`src/rtl/cache_pkg.sv`:
```
// Shared constants and helpers for the 4-line fully associative cache.
package cache_pkg;

    localparam int NUM_LINES = 4;
    localparam int IDX_W     = $clog2(NUM_LINES);

    typedef logic [IDX_W-1:0] line_idx_t;

    // Reset ages make line 0 the LRU and line n-1 the MRU.
    function automatic int reset_age(input int n, input int i);
        return n - 1 - i;
    endfunction

endpackage

```
`src/rtl/lru_victim_sel.sv`:
```
// Victim select: the lowest-index invalid line wins, otherwise the oldest line.
module lru_victim_sel
    import cache_pkg::*;
#(
    parameter int NUM_LINES = cache_pkg::NUM_LINES,
    parameter int IDX_W     = cache_pkg::IDX_W
) (
    input  logic [NUM_LINES-1:0]            valid,
    input  logic [NUM_LINES-1:0][IDX_W-1:0] age,
    output logic [IDX_W-1:0]                lru_line,
    output logic                            victim_valid
);

    logic [IDX_W-1:0] inv_line;
    logic [IDX_W-1:0] old_line;
    logic             any_inv;

    always_comb begin
        inv_line = '0;
        old_line = '0;
        any_inv  = 1'b0;
        // Walk downwards so the last hit is the lowest invalid index.
        for (int i = NUM_LINES - 1; i >= 0; i--) begin
            if (!valid[i]) begin
                inv_line = IDX_W'(i);
                any_inv  = 1'b1;
            end
        end
        for (int i = 0; i < NUM_LINES; i++) begin
            if (age[i] == IDX_W'(NUM_LINES - 1)) old_line = IDX_W'(i);
        end
    end

    assign lru_line     = any_inv ? inv_line : old_line;
    assign victim_valid = ~any_inv;

endmodule

```
`src/rtl/lru_tracker.sv`:
```
// Replacement state for the fully associative cache: per-line valid and age, victim output.
module lru_tracker
    import cache_pkg::*;
#(
    parameter int NUM_LINES = cache_pkg::NUM_LINES,
    parameter int IDX_W     = cache_pkg::IDX_W
) (
    input  logic                 clk,
    input  logic                 rst_n,
    input  logic                 access_valid,
    input  logic [IDX_W-1:0]     access_line,
    input  logic                 access_hit,
    input  logic                 flush,
    output logic [IDX_W-1:0]     lru_line,
    output logic                 victim_valid,
    output logic [NUM_LINES-1:0] valid_vec,
    output logic                 hit_err
);

    logic [NUM_LINES-1:0][IDX_W-1:0] age_q;
    logic [NUM_LINES-1:0][IDX_W-1:0] age_d;
    logic [NUM_LINES-1:0][IDX_W-1:0] age_rst;
    logic [NUM_LINES-1:0]            valid_q;
    logic [IDX_W-1:0]                acc_age;
    logic                            hit_err_q;

    assign acc_age = age_q[access_line];

    for (genvar g = 0; g < NUM_LINES; g++) begin : g_rst
        assign age_rst[g] = IDX_W'(reset_age(NUM_LINES, g));
    end

    // Lines younger than the accessed one age by one; older lines keep their
    // age, so the permutation is preserved without any wrap.
    always_comb begin
        age_d = age_q;
        for (int i = 0; i < NUM_LINES; i++) begin
            if (access_line == IDX_W'(i))
                age_d[i] = '0;
            else if (age_q[i] < acc_age)
                age_d[i] = age_q[i] + 1'b1;
        end
    end

    always_ff @(posedge clk) begin
        if (!rst_n) begin
            age_q     <= age_rst;
            valid_q   <= '0;
            hit_err_q <= 1'b0;
        end else begin
            hit_err_q <= 1'b0;
            if (flush) begin
                age_q   <= age_rst;
                valid_q <= '0;
            end else if (access_valid) begin
                age_q <= age_d;
                if (!access_hit)
                    valid_q[access_line] <= 1'b1;
                hit_err_q <= access_hit & ~valid_q[access_line];
            end
        end
    end

    lru_victim_sel #(
        .NUM_LINES(NUM_LINES),
        .IDX_W    (IDX_W)
    ) u_sel (
        .valid       (valid_q),
        .age         (age_q),
        .lru_line    (lru_line),
        .victim_valid(victim_valid)
    );

    assign valid_vec = valid_q;
    assign hit_err   = hit_err_q;

endmodule
```
`config.mk`:
```
export PLATFORM = sky130hd
export DESIGN_NAME = lru_tracker
export DESIGN_NICKNAME = d
export VERILOG_FILES = /design/src/rtl/cache_pkg.sv /design/src/rtl/lru_victim_sel.sv /design/src/rtl/lru_tracker.sv
export SDC_FILE = /design/constraint.sdc
export NUM_CORES = 1
export LEC_CHECK = 0
export BUFFER_PORTS_ARGS = -buffer_cell sky130_fd_sc_hd__buf_2
export CORE_UTILIZATION = 50
export DETAILED_ROUTE_END_ITERATION = 8
export PLACE_DENSITY = 0.73
export REMOVE_ABC_BUFFERS = 1
export SLEW_MARGIN = 5
export SYNTH_ARGS = -nofsm -noshare
export SYNTH_HDL_FRONTEND = slang
export SYNTH_SLANG_ARGS = --single-unit
```
`constraint.sdc`:
```
create_clock -name clk -period 2.8 [get_ports clk]
set_clock_uncertainty 0.1 [all_clocks]
set_input_delay 0.14 -clock clk [delete_from_list [all_inputs] [get_ports clk]]
set_output_delay 0.14 -clock clk [all_outputs]
set_load 0.02 [all_outputs]
```
# --- After elaboration in Yosys (flattened, before gate mapping) ---
# Cells that the tools add are included.
# W data, S select, Z words.
totals:
  register_bits: 13
  latchBits: 0
  mem_bits_rw: 0
  mem_bits_ro: 0
  in_bits: 7
  out_inout_bits: 8
  n_memories: 0
op_classes:
  n_addsub: 4
  mul: 0
  n_div: 0
  n_lt_le_gt_ge: 6
  n_eq_ne: 6
  shifts: 0
  n_mux: 26
  n_bitwise: 7
  n_reduce_logical: 13
op_table:
  columns: ["op", "n"]
  rows:
  - ["$mux W2", 16]
  - ["$eq A2 B2 Y1 const B", 5]
  - ["$reduce_and A2 Y1", 5]
  - ["$add A2 B1 Y2 const B", 4]
  - ["$lt A2 B2 Y1", 4]
  - ["$reduce_bool A2 Y1", 4]
  - ["$mux W1", 7]
  - ["$not A1 Y1", 5]
  - ["$bmux W2 S2", 1]
  - ["$or A4 B4 Y4", 1]
  - ["$lt A2 B3 Y1 const B", 1]
  - ["$reduce_or A3 Y1", 1]
  - ["$bmux W1 S2", 1]
  - ["$demux W1 S2", 1]
  - ["$eq A2 B1 Y1 const B", 1]
  - ["$ge A2 B1 Y1 const B", 1]
  - ["$logic_not A2 Y1", 1]
  - ["$reduce_or A2 Y1", 1]
  - ["$and A1 B1 Y1", 1]
  - ["$logic_and A1 B1 Y1", 1]

# --- Logic depth before layout (Yosys ltp) ---
# Gate-level depths: netlist of run 1.
logic_depth:
  word_depth: 5
  depth_mapped: 8
  mapped_depth_nobuf: 7

# --- Hierarchy ---
# Synthesis of run 1 repeated with hierarchy kept, for this count alone.
hier_totals:
  cells_unflattened: 91
  hier_area_um2: 845.8
by_module_without_submodules:
  columns: ["mod", "n_inst", "cells_per_inst", "area_per_inst_um2", "seq_area_each_um2"]
  rows:
  - ["lru_tracker", 1, 81, 780.7, 260.2]
  - ["lru_victim_sel", 1, 10, 65.1, 0.0]

# --- Worst setup path after synthesis of run 1 ---
# No wires, ideal clock.
synth_path:
  path_kind: "flip-flop to flip-flop"
  start: "register age_q[7] (netlist bit)"
  end: "register age_q[1] (netlist bit)"
  arrival_ns: 1.787
  slack_ns: 0.791
  stages_incl_launch_ff: 7
  n_path_buf: 0
  path_cell_list: "dfxtp_1 -> mux4_2 -> inv_1 -> ha_1 -> nor3b_1 -> o21ai_1 -> a221o_1"
synth_between:
  elab_chain_len: 5
synth_lines:
  columns: ["item", "line", "source"]
  rows:
  - ["start, declared", "lru_tracker.sv:20", "logic [NUM_LINES-1:0][IDX_W-1:0] age_q;"]
  - ["start signal, assigned", "lru_tracker.sv:47", "age_q <= age_rst;"]
  - ["start signal, assigned", "lru_tracker.sv:53", "age_q <= age_rst;"]
  - ["start signal, assigned", "lru_tracker.sv:56", "age_q <= age_d;"]
  - ["$bmux W2 S2", "lru_tracker.sv:27", "assign acc_age = age_q[access_line];"]
  - ["$mux W2 (implied by the code)", "lru_tracker.sv:27", null]
  - ["$lt A2 B2 Y1", "lru_tracker.sv:40", "else if (age_q[i] < acc_age)"]
  - ["$reduce_bool A2 Y1 (no source line)", null, null]
  - ["$reduce_and A2 Y1 (no source line)", null, null]
# Every way passes these cells. The select of a mux whose other input is x is not followed.
# A chain may end at the register's enable or synchronous reset.

# --- Worst setup path in the final report of run 1 ---
# Ends and elaborated chain as after synthesis.

==> impl_metrics.json, run 1 <==
{
  "root_buffer": "clkbuf_4",
  "crit_chain": "mux4_2 > inv_1 > ha_1 > nor3b_1 > o21ai_1 > a221o_1",
  "met2_usage": 0.358,
  "dieWidth_um": 43.7,
  "via_per_inst": 5.76,
  "yosysWarnings": 0,
  "cts_setup_buffers": 0,
  "first_pass_iters": 4,
  "period_share": 0.791,
  "avgSynthCellArea_um2": 8.43,
  "cts_buffers": 3,
  "place_congestion": 0.859,
  "start_util": 0.557,
  "drcViolationCount": 0,
  "area_delta_synth_final_pct": 11.8,
  "max_freq_ghz": 0.451,
  "post_drt_wl_per_cell_um": 14.1,
  "cts_tree": "built",
  "busiest_layer": "met2",
  "powerDensity_nw_per_um2": 414,
  "crit_arrival_ns": 2.29,
  "finalNonFillerCells": 134,
  "grt_pass1_vias": 712,
  "clkPwrFrac": 0.294,
  "rsz0062_at_grt": "no",
  "status": "finished, final reports clean",
  "finalHoldViolations": 0,
  "drt_iter0_drc": 14,
  "overflow": 0,
  "die_h_um": 43.7,
  "synthCells": 103,
  "ys_types": 29,
  "setup_viol": 0,
  "ys_seq_area_frac": 0.300,
  "ys_seq_elements": 13,
  "crit_buf_inv": 1,
  "crit_path_max_fanout": 4,
  "critPathCaptureType": "flop",
  "crit_family": "compound AO/OA/AOI/OAI gates",
  "rows": 14,
  "required_ns": 2.87,
  "grt_first_pass_wirelength_mm": 3.17,
  "fin_setup_tns_ns": 0,
  "seqPwrFrac": 0.493,
  "clock_sinks": 13,
  "antenna_found_initial": 0,
  "critPathKind": "flop to flop",
  "clockBufferDepth": 2,
  "cp-start-kind": "flop",
  "met1_usage": 0.298,
  "ant_nets": 0,
  "p_leak_nw": 0.430,
  "vdd_drop_max_v": 0.000353,
  "synth_area_um2": 868,
  "totalWireLength_mm": 1.89,
  "final_net_count": 133,
  "final_max_slew_viol_count": 0,
  "dpl.cell_count": 129,
  "io_buffers": 14,
  "drive_above_1_share": 0.186,
  "netSwitchingFraction": 0.295,
  "grt_max_degree": 13,
  "htreeDepth": 1,
  "vias": 772,
  "crit_path_top_delay_cell": "mux4_2",
  "antennaDiodeCount": 0,
  "place_hpwl_mm": 1.38,
  "grt.met3_usage": 0.0750,
  "cts_resized": 0,
  "power.switching_mw": 0.118,
  "critPathMaxStageDelay_ns": 0.47,
  "p_int_mw": 0.283,
  "pwr-share-comb": 0.213,
  "hp-class": "primary input to flop",
  "clock_latency_ns": 0.28,
  "slew_headroom": 0.667,
  "clk_pin_slew_ns": 0.08,
  "coreArea_um2": 1560,
  "boundaryPins": 15,
  "dieArea_um2": 1910,
  "max-cap-violations": 0,
  "track_usage": 0.228,
  "worst_pin_slew_ns": 0.498,
  "finalCriticalPeriod_ns": 2.22
}
## cell families (layout without fill, tap and decap cells)
| group | count (synthesis) | after routing | share of synthesized area |
|---|---|---|---|
| and+or+nand+nor | 38 | 38 | 0.216 |
| AOI/OAI and AO/OA | 28 | 28 | 0.212 |
| DFF | 13 | 13 | 0.300 |
| buffers and inverters | 9 | 24 | 0.0490 |
| muxes | 8 | 8 | 0.122 |
| adders and majority gates | 7 | 7 | 0.101 |
## Yosys cell counts
cell type  count  area share
nor2_1        15       0.065
dfxtp_1       13        0.30
a21oi_1        9       0.052
ha_1           7        0.10
nand2_1        6       0.026
o21ai_0        6       0.035
inv_1          5       0.022
mux2i_1        5       0.058
nand2b_1       5       0.036
nor2b_1        4       0.029
nor3b_1        3       0.026
o21ai_1        3       0.017
clkbuf_1       2      0.0086
mux4_2         2       0.052
nand3_1        2       0.012
o31a_1         2       0.020
o31ai_2        2       0.029
a21boi_0       1      0.0086
a221o_1        1       0.012
a31oi_1        1      0.0072
a32oi_1        1       0.010
and3b_1        1       0.010
buf_2          1      0.0058
buf_6          1       0.013
mux2_2         1       0.013
nor3_1         1      0.0058
o221a_1        1       0.013
o31ai_1        1      0.0086
or3_1          1      0.0072
## final cells by class
cell class	count	area, um^2
timing repair buffer	15	80.1
clock buffer	4	26.3
multi-input combinational	81	566
sequential	13	260
fill	133	588
inverter	5	18.8
tap	16	20.0
## final timing paths
check,startpoint,endpoint,slack [ns],depth (start not counted)
worst min register to register,age_q[7]$_SDFFE_PP0P_,age_q[7]$_SDFFE_PP0P_,0.43,2
worst max-delay path,age_q[7]$_SDFFE_PP0P_,age_q[1]$_SDFFE_PP1P_,0.58,6
worst min-delay path,flush,age_q[0]$_SDFFE_PP1P_,0.08,3
worst max register to register,age_q[7]$_SDFFE_PP0P_,age_q[1]$_SDFFE_PP1P_,0.58,6
## worst min-delay path: stages
cell and delay (ns):
buf_2 0.08, nor2b_1 0.11, o21ai_1 0.09
## registers in the layout, indices dropped and copies added (netlist names)
signal and count:
hit_err 1, valid_vec 4, age_q 8
## cell usage in the layout, fill, tap and decap left out
cell | synthesis | routed
o221a_1 | 1 | 1
mux2_2 | 1 | 1
a21boi_0 | 1 | 1
clkbuf_1 | 2 | 1
nor3b_1 | 3 | 3
o31a_1 | 2 | 2
or3_1 | 1 | 1
dfxtp_1 | 13 | 13
a32oi_1 | 1 | 1
nand2b_1 | 5 | 5
mux4_2 | 2 | 2
nand2_1 | 6 | 6
nor2_1 | 15 | 15
a221o_1 | 1 | 1
a31oi_1 | 1 | 1
and3b_1 | 1 | 1
clkbuf_4 | 0 | 3
o21ai_1 | 3 | 3
nor2b_1 | 4 | 4
inv_1 | 5 | 5
o21ai_0 | 6 | 6
buf_2 | 1 | 14
o31ai_2 | 2 | 2
a21oi_1 | 9 | 9
nor3_1 | 1 | 1
ha_1 | 7 | 7
mux2i_1 | 5 | 5
o31ai_1 | 1 | 1
dlygate4sd3_1 | 0 | 1
nand3_1 | 2 | 2
## layer usage
layer  vias up  routed length [um]
li1        402                   -
met1       353                 912
met2        14                 903
met3         3                  67
met4         0                   7
met5         -                   0
## through the flow
step / total power [mW] / area, um^2 / setup WS (ns) / util / hold slack (ns)
2_1_floorplan: 0.260 / 845 / 0.800 / - / 0.166
3_3_place_gp: 0.283 / 935 / 0.654 / 0.600 / 0.294
3_5_place_dp: 0.286 / 935 / 0.548 / 0.600 / 0.294
4_1_cts: 0.407 / 971 / 0.610 / 0.623 / 0.0750
5_1_grt: 0.431 / 971 / 0.532 / 0.623 / 0.0952
6_report: 0.402 / 971 / 0.584 / 0.623 / 0.0763
## power by group through the flow
stage | clock network, mW | logic (mW) | registers, mW
after CTS | 0.123 | 0.0854 | 0.198
after global routing | 0.136 | 0.0961 | 0.199
after detailed placement | 0 | 0.0834 | 0.202
final | 0.118 | 0.0856 | 0.198
after floorplan | 0 | 0.0586 | 0.202
after global placement | 0 | 0.0811 | 0.202
## what timing repair did
action / in CTS / in global routing
endpoints found under the hold margin: 1 / 0
endpoints found under the setup margin: 0 / 0
hold buffers: 1 / 0
Note: power is estimated with default switching activity, not from simulation.
==> run 2, diff against run 1 <==
- CORE_UTILIZATION: 50 -> 48
- PLACE_DENSITY: 0.73 -> 0.74
- clock period: 2.8 -> 1.9 ns (I/O delays scaled with it)
==> impl_metrics.json, run 2 (synthesized netlist as in run 1, its figures left out) <==
{
  "top_register": "age_q",
  "post_drt_wl_per_cell_um": 14.5,
  "crit_arrival_ns": 2.02,
  "grt_max_degree": 13,
  "grt_pass1_vias": 757,
  "cts_tree": "built",
  "status": "finished with violations",
  "overflow": 0,
  "crit_path_max_fanout": 3,
  "largest_reg_flops": 8,
  "required_ns": 1.97,
  "die_h_um": 44.5,
  "place_congestion": 0.832,
  "p_leak_nw": 0.497,
  "max-cap-violations": 0,
  "final_common_cell": "buf_2",
  "worst_pin_slew_ns": 0.376,
  "track_usage": 0.239,
  "drcViolationCount": 0,
  "antenna_found_initial": 0,
  "dpl.cell_count": 148,
  "finalCriticalPeriod_ns": 1.95,
  "failed_checks": "negative setup slack",
  "clockBufferDepth": 2,
  "htreeDepth": 1,
  "utilization": 0.679,
  "vias": 873,
  "ant_nets": 0,
  "root_buffer": "clkbuf_4",
  "first_pass_iters": 4,
  "place_area_um2": 1020,
  "clock_sinks": 13,
  "drt_iter0_drc": 21,
  "setup_viol": 4,
  "totalWireLength_mm": 2.25,
  "layout_common_cells": "14 x buf_2, 13 x nor2_1, 12 x dfxtp_1, 12 x buf_4, 8 x a21oi_1",
  "place_hpwl_mm": 1.64,
  "totalPowerFinal_mw": 0.653,
  "cts_buffers": 3,
  "start_util": 0.508,
  "cp-start-kind": "flop",
  "antennaDiodeCount": 0,
  "rsz0062_at_grt": "yes",
  "rows": 15,
  "io_buffers": 14,
  "slew_headroom": 0.749,
  "critPathKind": "flop to flop",
  "clock_latency_ns": 0.27,
  "final_net_count": 145,
  "whs_ns": 0.0902,
  "coreArea_um2": 1710,
  "fin_ws_ns": -0.0548,
  "finalHoldViolations": 0,
  "drive_above_1_share": 0.354,
  "hp-class": "primary input to flop",
  "via_per_inst": 5.63,
  "clk_pin_slew_ns": 0.08,
  "powerDensity_nw_per_um2": 563,
  "grt_first_pass_wirelength_mm": 3.44,
  "final_cell_area_um2": 1160,
  "boundaryPins": 15,
  "dieArea_um2": 1980,
  "final_max_slew_viol_count": 0,
  "dieWidth_um": 44.5,
  "max_freq_ghz": 0.512,
  "period_share": 1.03,
  "vdd_drop_max_v": 0.000336,
  "finalNonFillerCells": 155,
  "critPathCaptureType": "flop",
  "area_delta_synth_final_pct": 33.6
}
[run 2: cell count changes in the layout (fill, tap and decap cells not counted), sizes merged]
cell  change
buf      +12
[run 2: critical path, cell delays in order (launching register included)]
cell	delay, ns
dfxtp_2	0.33
mux4_2	0.50
inv_4	0.10
ha_4	0.21
nor2_4	0.13
a21oi_2	0.06
or3_1	0.31
o31a_1	0.11
[run 2: through the flow]
step / setup WS, ns / setup TNS, ns
final: -0.0548 / -0.106
after global routing: -0.112 / -0.433
after CTS: -0.0287 / -0.0541
after detailed placement: -0.190 / -0.463
after global placement: -0.0790 / -0.110
after floorplan: -0.0997 / -0.100
[run 2: power breakdown]
part           switching (mW)  internal, mW
clock                  0.0914        0.0813
sequential            0.00985         0.281
combinational          0.0952        0.0940
[run 2: cell type report]
cell class / instances / area (um^2)
clock buffers: 4 / 26.3
fillers: 136 / 548
inverters: 5 / 21.3
multi-input cells: 81 / 649
flip-flops and latches: 13 / 262
well taps: 25 / 31.3
repair buffers: 27 / 170
[run 2: metal layers]
metal	vias to the layer above	global-route usage	wire length [um]
met5	-	0	0
met4	0	0.127	34
met3	4	0.0286	110
met2	32	0.374	1080
met1	411	0.319	1030
li1	426	-	-
[run 2: worst paths after layout]
kind                        startpoint  slack, ns                   endpoint  depth (start not counted)
min                       access_valid       0.09         hit_err$_SDFF_PP0_                          3
max              age_q[7]$_SDFFE_PP0P_      -0.05      age_q[4]$_SDFFE_PP1P_                          7
min reg2reg  valid_vec[0]$_SDFFE_PP0P_       0.46  valid_vec[0]$_SDFFE_PP0P_                          2
max reg2reg      age_q[7]$_SDFFE_PP0P_      -0.05      age_q[4]$_SDFFE_PP1P_                          7
[run 2: timing repair]
action                                  in CTS  in global routing
buffers inserted                             2                  0
hold buffers                                 1                  0
hold endpoints to repair                     1                  0
endpoints found under the setup margin       7                  6
resized for setup                           14                  3
pin swaps                                    6                  1
